### src/rtl/load_order_scheduler.sv
// load_order_scheduler: orders load issue in a circular instruction window.
// For each accepted load it walks every older window entry (commit_ptr up to the
// load's own entry), one entry per cycle. It stalls on any store whose address
// is still unknown. It grants the load once the walk reaches the load's entry and
// reports the youngest older store with a matching word address.
// Optional build macro LDSCHED_STALL_CNT_EN adds the stall_cycles output.
module load_order_scheduler #(
    parameter int ENTRY_W  = 5,
    parameter int ADDR_W   = 32,
    parameter int WORD_LSB = 2
) (
    input  logic               clk,
    input  logic               reset_n,
    input  logic               flush,
    input  logic [ENTRY_W-1:0] commit_ptr,
    input  logic               lw_req,
    output logic               lw_ready,
    input  logic [ENTRY_W-1:0] lw_entry,
    input  logic [ADDR_W-1:0]  lw_addr,
    output logic [ENTRY_W-1:0] scan_entry,
    input  logic               st_valid,
    input  logic               st_addr_known,
    input  logic [ADDR_W-1:0]  st_addr,
    output logic               lw_grant,
    output logic               lw_conflict,
    output logic [ENTRY_W-1:0] conflict_entry,
`ifdef LDSCHED_STALL_CNT_EN
    output logic [15:0]        stall_cycles,
`endif
    output logic               busy
);

    typedef enum logic [1:0] {IDLE, SCAN, WAIT} state_t;

    localparam int WORD_W = ADDR_W - WORD_LSB;

    state_t             state_reg, state_next;
    logic [ENTRY_W-1:0] load_entry_reg, load_entry_next;
    logic [WORD_W-1:0]  load_word_reg, load_word_next;
    logic               match_reg, match_next;
    logic [ENTRY_W-1:0] scan_entry_reg, scan_entry_next;
    logic [ENTRY_W-1:0] conflict_entry_reg, conflict_entry_next;

    logic at_load;
    logic word_match;
    logic accept;

    // Byte-offset bits take no part in the word compare.
    logic unused_offset_bits;
    assign unused_offset_bits = ^{lw_addr[WORD_LSB-1:0], st_addr[WORD_LSB-1:0]};

    assign at_load    = (scan_entry_reg == load_entry_reg);
    assign word_match = (st_addr[ADDR_W-1:WORD_LSB] == load_word_reg);
    assign accept     = (state_reg == IDLE) && lw_req && !flush;

    assign lw_ready       = (state_reg == IDLE);
    assign busy           = (state_reg != IDLE);
    assign scan_entry     = scan_entry_reg;
    assign conflict_entry = conflict_entry_reg;
    // A flush in the grant cycle aborts the load, so it suppresses the grant.
    assign lw_grant       = (state_reg == SCAN) && at_load && !flush;
    assign lw_conflict    = lw_grant && match_reg;

    // Next-state logic: accept, walk the older entries, and stall on unknown store addresses.
    always_comb begin
        state_next          = state_reg;
        load_entry_next     = load_entry_reg;
        load_word_next      = load_word_reg;
        match_next          = match_reg;
        scan_entry_next     = scan_entry_reg;
        conflict_entry_next = conflict_entry_reg;
        if (flush) begin
            state_next = IDLE;
            match_next = 1'b0;
        end else begin
            case (state_reg)
                IDLE: begin
                    if (lw_req) begin
                        state_next      = SCAN;
                        load_entry_next = lw_entry;
                        load_word_next  = lw_addr[ADDR_W-1:WORD_LSB];
                        scan_entry_next = commit_ptr;
                        match_next      = 1'b0;
                    end
                end
                SCAN: begin
                    if (at_load) begin
                        state_next = IDLE;
                    end else if (st_valid && !st_addr_known) begin
                        state_next = WAIT;
                    end else if (st_valid && word_match) begin
                        // Later matches overwrite earlier ones, so the youngest older store wins.
                        match_next          = 1'b1;
                        conflict_entry_next = scan_entry_reg;
                        scan_entry_next     = scan_entry_reg + 1'b1;
                    end else begin
                        scan_entry_next = scan_entry_reg + 1'b1;
                    end
                end
                WAIT: begin
                    // Go back to SCAN without advancing, so SCAN re-examines this entry.
                    if (!st_valid || st_addr_known) begin
                        state_next = SCAN;
                    end
                end
                default: state_next = IDLE;
            endcase
        end
    end

    // State and datapath registers.
    always_ff @(posedge clk or negedge reset_n) begin
        if (!reset_n) begin
            state_reg          <= IDLE;
            load_entry_reg     <= '0;
            load_word_reg      <= '0;
            match_reg          <= 1'b0;
            scan_entry_reg     <= '0;
            conflict_entry_reg <= '0;
        end else begin
            state_reg          <= state_next;
            load_entry_reg     <= load_entry_next;
            load_word_reg      <= load_word_next;
            match_reg          <= match_next;
            scan_entry_reg     <= scan_entry_next;
            conflict_entry_reg <= conflict_entry_next;
        end
    end

`ifdef LDSCHED_STALL_CNT_EN
    logic [15:0] stall_cycles_reg;
    assign stall_cycles = stall_cycles_reg;

    // Saturating count of WAIT cycles for the current load. It holds after the grant.
    always_ff @(posedge clk or negedge reset_n) begin
        if (!reset_n) begin
            stall_cycles_reg <= '0;
        end else if (accept) begin
            stall_cycles_reg <= '0;
        end else if (state_reg == WAIT && !flush && stall_cycles_reg != 16'hFFFF) begin
            stall_cycles_reg <= stall_cycles_reg + 16'd1;
        end
    end
`else
    logic unused_accept;
    assign unused_accept = accept;
`endif

endmodule

### config.mk
export PLATFORM = sky130hd
export DESIGN_NAME = load_order_scheduler
export DESIGN_NICKNAME = d
export VERILOG_FILES = /design/src/rtl/load_order_scheduler.sv
export SDC_FILE = /design/constraint.sdc
export NUM_CORES = 1
export LEC_CHECK = 0
export CAP_MARGIN = 40
export CORE_MARGIN = 3
export CORE_UTILIZATION = 44
export CTS_CLUSTER_SIZE = 20
export DETAILED_ROUTE_END_ITERATION = 16
export PLACE_DENSITY = 0.81
export SETUP_SLACK_MARGIN = 0.4
export SYNTH_ARGS = -nofsm -noshare
export SYNTH_HDL_FRONTEND = slang
export SYNTH_SLANG_ARGS = --single-unit
### constraint.sdc
create_clock -name clk -period 2.16 [get_ports clk]
set_clock_uncertainty 0.15 [all_clocks]
set_input_delay 0.216 -clock clk [delete_from_list [all_inputs] [get_ports clk]]
set_output_delay 0.216 -clock clk [all_outputs]
set_load 0.1 [all_outputs]
== Yosys cells after proc, flatten, opt, wreduce, memory -nomap -nowiden ==
Cells that the tools add are included.
Word-level totals
  memory bits (read-only): 0
  bits of input ports: 80
  logic and storage cells: 57
  register bits: 48
  memories kept: 0
  RAM bits: 0
  bits in latches: 0
Cells by class
  add/sub/neg operators: 1
  equal/unequal tests: 13
  div/mod/pow operators: 0
  $lt $le $gt $ge: 0
  bitwise logic cells: 3
  reductions and logical operators: 18
  $mul: 0
  muxes and demuxes: 16
  shift-type cells: 0
Operator list (number)
  equality test 30 bit: 1
  two-way mux 5 bit: 3
  AND reduction 5 bit: 3
  != test 3 bit, second input constant: 4
  two-way mux 2 bit: 5
  case mux 5 bit (2 select lines): 1
  != test 2 bit, second input constant: 3
  case mux 2 bit (3 select lines): 1
  AND reduction 3 bit: 2
  adder 5 x 1 -> 5 bit, second input constant: 1
  equality test 5 bit: 1
  logical AND 1 bit: 5
  two-way mux 1 bit: 5
  != test 4 x 3 -> 1 bit, second input constant: 1
  nonzero test 2 bit: 2
  zero test 1 bit: 3
  != test 3 x 2 -> 1 bit, second input constant: 1
  inverter 1 bit: 3
  nonzero test 3 bit: 1
  equality test 2 x 1 -> 1 bit, second input constant: 1
  equality test 2 bit, second input constant: 1
  zero test 2 bit: 1
  case mux 1 bit (2 select lines): 1
  logical OR 1 bit: 1

== Depth between registers and ports, before layout ==
  depth after elaboration: 7
  depth in mapped cells: 6
  mapped depth without buffers: 5

== Worst setup path after synthesis ==
No wires, ideal clock.
  kind: reg2out
  from: reg scan_entry_reg[0] (netlist: scan_entry[0])
  to: out lw_conflict
  cell stages (with the launch flop): 5
  slack: -1.081 ns
  arrival: 2.875 ns
  path buffers: 0
  required time: 1.794 ns
  cells stage by stage: dfrtp_1 xor2_1 nor3_2 nand3_1 nor2_1
Between the ends
  word-level cells in the longest chain between the ends: 4
RTL lines
  from (decl): RTL line 41  | logic [ENTRY_W-1:0] scan_entry_reg, scan_entry_next;
  from (signal assigned): RTL line 125  | scan_entry_reg <= scan_entry_next;
  equality test 5 bit: RTL line 52  | assign at_load = (scan_entry_reg == load_entry_reg);
  logical AND 1 bit (2 in a row): RTL line 61  | assign lw_grant = (state_reg == SCAN) && at_load && !flush;
  logical AND 1 bit: RTL line 62  | assign lw_conflict = lw_grant && match_reg;
  to (decl): RTL line 25  | output logic lw_conflict,
No other way between the ends.

== Worst setup path in the final report ==
  from: reg scan_entry_reg[2] (netlist: scan_entry[2])
  to: out lw_conflict
The elaborated chain is that of the path after synthesis.

==> results.json <==
{
  "antenna_cells": 0,
  "vias": 1904,
  "place_area_um2": 3630,
  "dr.pass1.iters": 4,
  "htreeDepth": 2,
  "period_needed_ns": 2.12,
  "antenna_found_initial": 0,
  "ant_nets": 0,
  "synth_fp_nets": 278,
  "maxCapViolations": 0,
  "viasPerCell": 4.98,
  "clk_pin_slew_ns": 0.09,
  "cts_tree": "done",
  "globalplace.congestion": 0.809,
  "core_area_um2": 5170,
  "setup_viol": 0,
  "rsz0062_at_grt": "true",
  "wl_mm": 5.84,
  "drv_slew": 0,
  "grt_pass1_vias": 1958,
  "critPathSlowestCell": "dfrtp_4",
  "setup_slack_ns": 0.0412,
  "hold_viol": 0,
  "clk_latency_ns": 0.30,
  "synth_area_leader_cell": "dfrtp_1",
  "critPathMaxFanout": 5,
  "leakage_nw": 1.66,
  "fp.dieW_um": 79.7,
  "r2r_cells": 7,
  "start_util": 0.462,
  "fin_setup_tns_ns": 0,
  "cts_made_buffers": 5,
  "cts-root-buf": "clkbuf_8",
  "grt_pass1_wl_mm": 9.49,
  "vdd_drop_max_mv": 0.387,
  "fill_cells": 372,
  "drc": 0,
  "dp_hpwl_mm": 4.46,
  "place_ws_ns": -0.107,
  "worst_ep_required_time_ns": 1.79,
  "dr.first_iter.drc_count": 77,
  "synth_cell_type_count": 29,
  "worstPathArrival_ns": 1.75,
  "worst_hold_slack_ns": 0.282,
  "max-clock-path-buffers": 2,
  "max_freq_ghz": 0.472,
  "yosys_warnings": 0,
  "die_h_um": 79.7,
  "synth_area_leaders": "dfrtp_1 (50%), mux2_2 (19%), xnor2_1 (11%), nand4_1 (2.1%), xor2_1 (1.8%)",
  "final_util": 0.756,
  "final_area_um2": 3910,
  "cts.sinks": 48,
  "crit_path_end_kind": "output pin",
  "rrSetupSlack_ns": 0.07,
  "hp-class": "input port to asynchronous set/reset pin",
  "slowest_delay_ns": 0.52,
  "synth_seq_cells": 48,
  "wl_per_cell_um": 15.3,
  "grt_max_degree": 26,
  "setup.worst_path.class": "flop to output pin",
  "pwr_density_cell_nw_per_um2": 818,
  "synth_top_area_share": 0.502,
  "reg2reg_to": "conflict_entry[3]",
  "grt_usage": 0.193,
  "avgSynthCellArea_um2": 12.1,
  "finalNetCount": 392,
  "row_count": 26,
  "numPortBuffers": 89,
  "tightest_slew_ns": 0.551,
  "grt_overflow": 0,
  "largest_register_ff_count": 30,
  "r2r-start": "scan_entry[2]",
  "die-area_um2": 6350,
  "area_delta_synth_final_pct": 63.6,
  "startpoint_type": "flop",
  "numPlacedInstances": 361,
  "outcome": "complete, no violations",
  "netlist_area_um2": 2390,
  "drive_gt1_frac": 0.362,
  "ys_seq_area_frac": 0.502,
  "p_total_mw": 3.20,
  "crit_path_cell_trace": "xor2_2, nor3_4, nand3_4, nor2_4, buf_12",
  "max_slew_margin": 0.632,
  "fin_crit_sh": 0.981,
  "synthCells": 197,
  "instances_no_fill": 382,
  "ios": 94
}
==> cells in the final DEF, fill, tap and decap left out, types with 2 or more instances in the layout <==
| cell type | synthesis | final |
|---|---|---|
| a2bb2oi_2 | 0 | 2 |
| dfrtp_2 | 0 | 3 |
| nand3_1 | 6 | 4 |
| a21oi_1 | 5 | 4 |
| clkbuf_8 | 0 | 6 |
| nand3b_1 | 2 | 2 |
| xnor2_1 | 30 | 30 |
| nor2_2 | 1 | 2 |
| nand2_2 | 0 | 2 |
| inv_1 | 6 | 5 |
| o22ai_1 | 3 | 2 |
| inv_6 | 0 | 2 |
| buf_4 | 0 | 31 |
| buf_12 | 0 | 5 |
| mux2_2 | 41 | 3 |
| nor2_4 | 0 | 3 |
| nand4_1 | 8 | 8 |
| dfrtp_1 | 48 | 42 |
| a21oi_2 | 1 | 2 |
| nor2_1 | 7 | 3 |
| xor2_1 | 5 | 4 |
| nor2b_1 | 2 | 2 |
| nor3_1 | 5 | 5 |
| dfrtp_4 | 0 | 3 |
| nand2_1 | 6 | 4 |
| nand2b_1 | 3 | 3 |
| mux2_4 | 0 | 38 |
| clkdlybuf4s50_1 | 0 | 74 |
==> how the worst max path moves through the flow <==
stage,from,endpoint,slack (ns),cells past startpoint
4_1_cts,scan_entry[0],lw_conflict,0.05,5
3_5_place_dp,st_addr[9],conflict_entry[1],-0.11,6
6_report,scan_entry[2],lw_conflict,0.04,5
5_1_grt,scan_entry[2],lw_conflict,-0.03,5
3_3_place_gp,st_addr[10],conflict_entry[3],-0.08,6
2_1_floorplan,scan_entry[2],lw_conflict,-0.03,4
==> final cells by class <==
| cell class | instances | area [um^2] | area share |
|---|---|---|---|
| clock inverters | 2 | 17.5 | 0.00448 |
| clock buffers | 6 | 82.6 | 0.0211 |
| flip-flops and latches | 48 | 1220 | 0.311 |
| well taps | 70 | 87.6 | 0.0224 |
| inverters | 6 | 26.3 | 0.00672 |
| multi-input cells | 137 | 1380 | 0.353 |
| repair buffers | 113 | 1100 | 0.281 |
==> per-layer routing <==
| layer | up-vias | part of all wire | track usage |
|---|---|---|---|
| li1 | 913 | - | - |
| met1 | 919 | 0.41 | 0.245 |
| met2 | 68 | 0.52 | 0.334 |
| met3 | 4 | 0.053 | 0.0406 |
| met4 | 0 | 0.011 | 0.0515 |
| met5 | - | 0 | 0 |
==> cell usage after synthesis <==
cell type / n
nand3_1: 6
o2bb2ai_1: 1
nand2b_1: 3
o21ai_0: 1
o211ai_1: 1
nor3b_1: 1
a21oi_2: 1
nor3_2: 1
nor3_1: 5
dfrtp_1: 48
ha_1: 1
nand3b_1: 2
xor2_1: 5
nor4_2: 1
a21oi_1: 5
nor2_2: 1
buf_2: 6
o21ba_2: 1
a31oi_1: 1
nand4_1: 8
nor2_1: 7
nand4_2: 1
mux2_2: 41
o22ai_1: 3
nand2_1: 6
nor2b_1: 2
inv_1: 6
a2bb2oi_1: 2
xnor2_1: 30
==> power by group <==
| part | switching, mW | internal [mW] | total (mW) |
|---|---|---|---|
| Combinational | 0.666 | 0.677 | 1.34 |
| Clock | 0.311 | 0.268 | 0.579 |
| Sequential | 0.176 | 1.10 | 1.28 |
| Total | 1.15 | 2.05 | 3.20 |
==> critical path: cells and delay by family (launching register included) <==
kind	cells	cell delay (ns)
XOR/XNOR	1	0.17
buffers and inverters	1	0.18
flip-flops	1	0.52
AND/OR/NAND/NOR	3	0.57
==> what timing repair did <==
item	CTS	global route
pin swaps	6	6
gates resized for setup	3	11
endpoints found under the setup margin	44	20
hold buffers	1	0
hold endpoints to repair	23	0
setup buffers	8	4
==> cell families (layout without fill, tap and decap cells) <==
kind of cell | count (synthesis) | count (layout) | synth area share
muxes | 41 | 41 | 0.193
xor gates and xnor gates | 35 | 35 | 0.128
buffers and inverters | 12 | 127 | 0.0220
AOI/OAI and AO/OA | 16 | 16 | 0.0450
and+or+nand+nor | 44 | 44 | 0.104
DFF | 48 | 48 | 0.502
adders and majority gates | 1 | 1 | 0.00523
(Power assumes the default switching activity.)
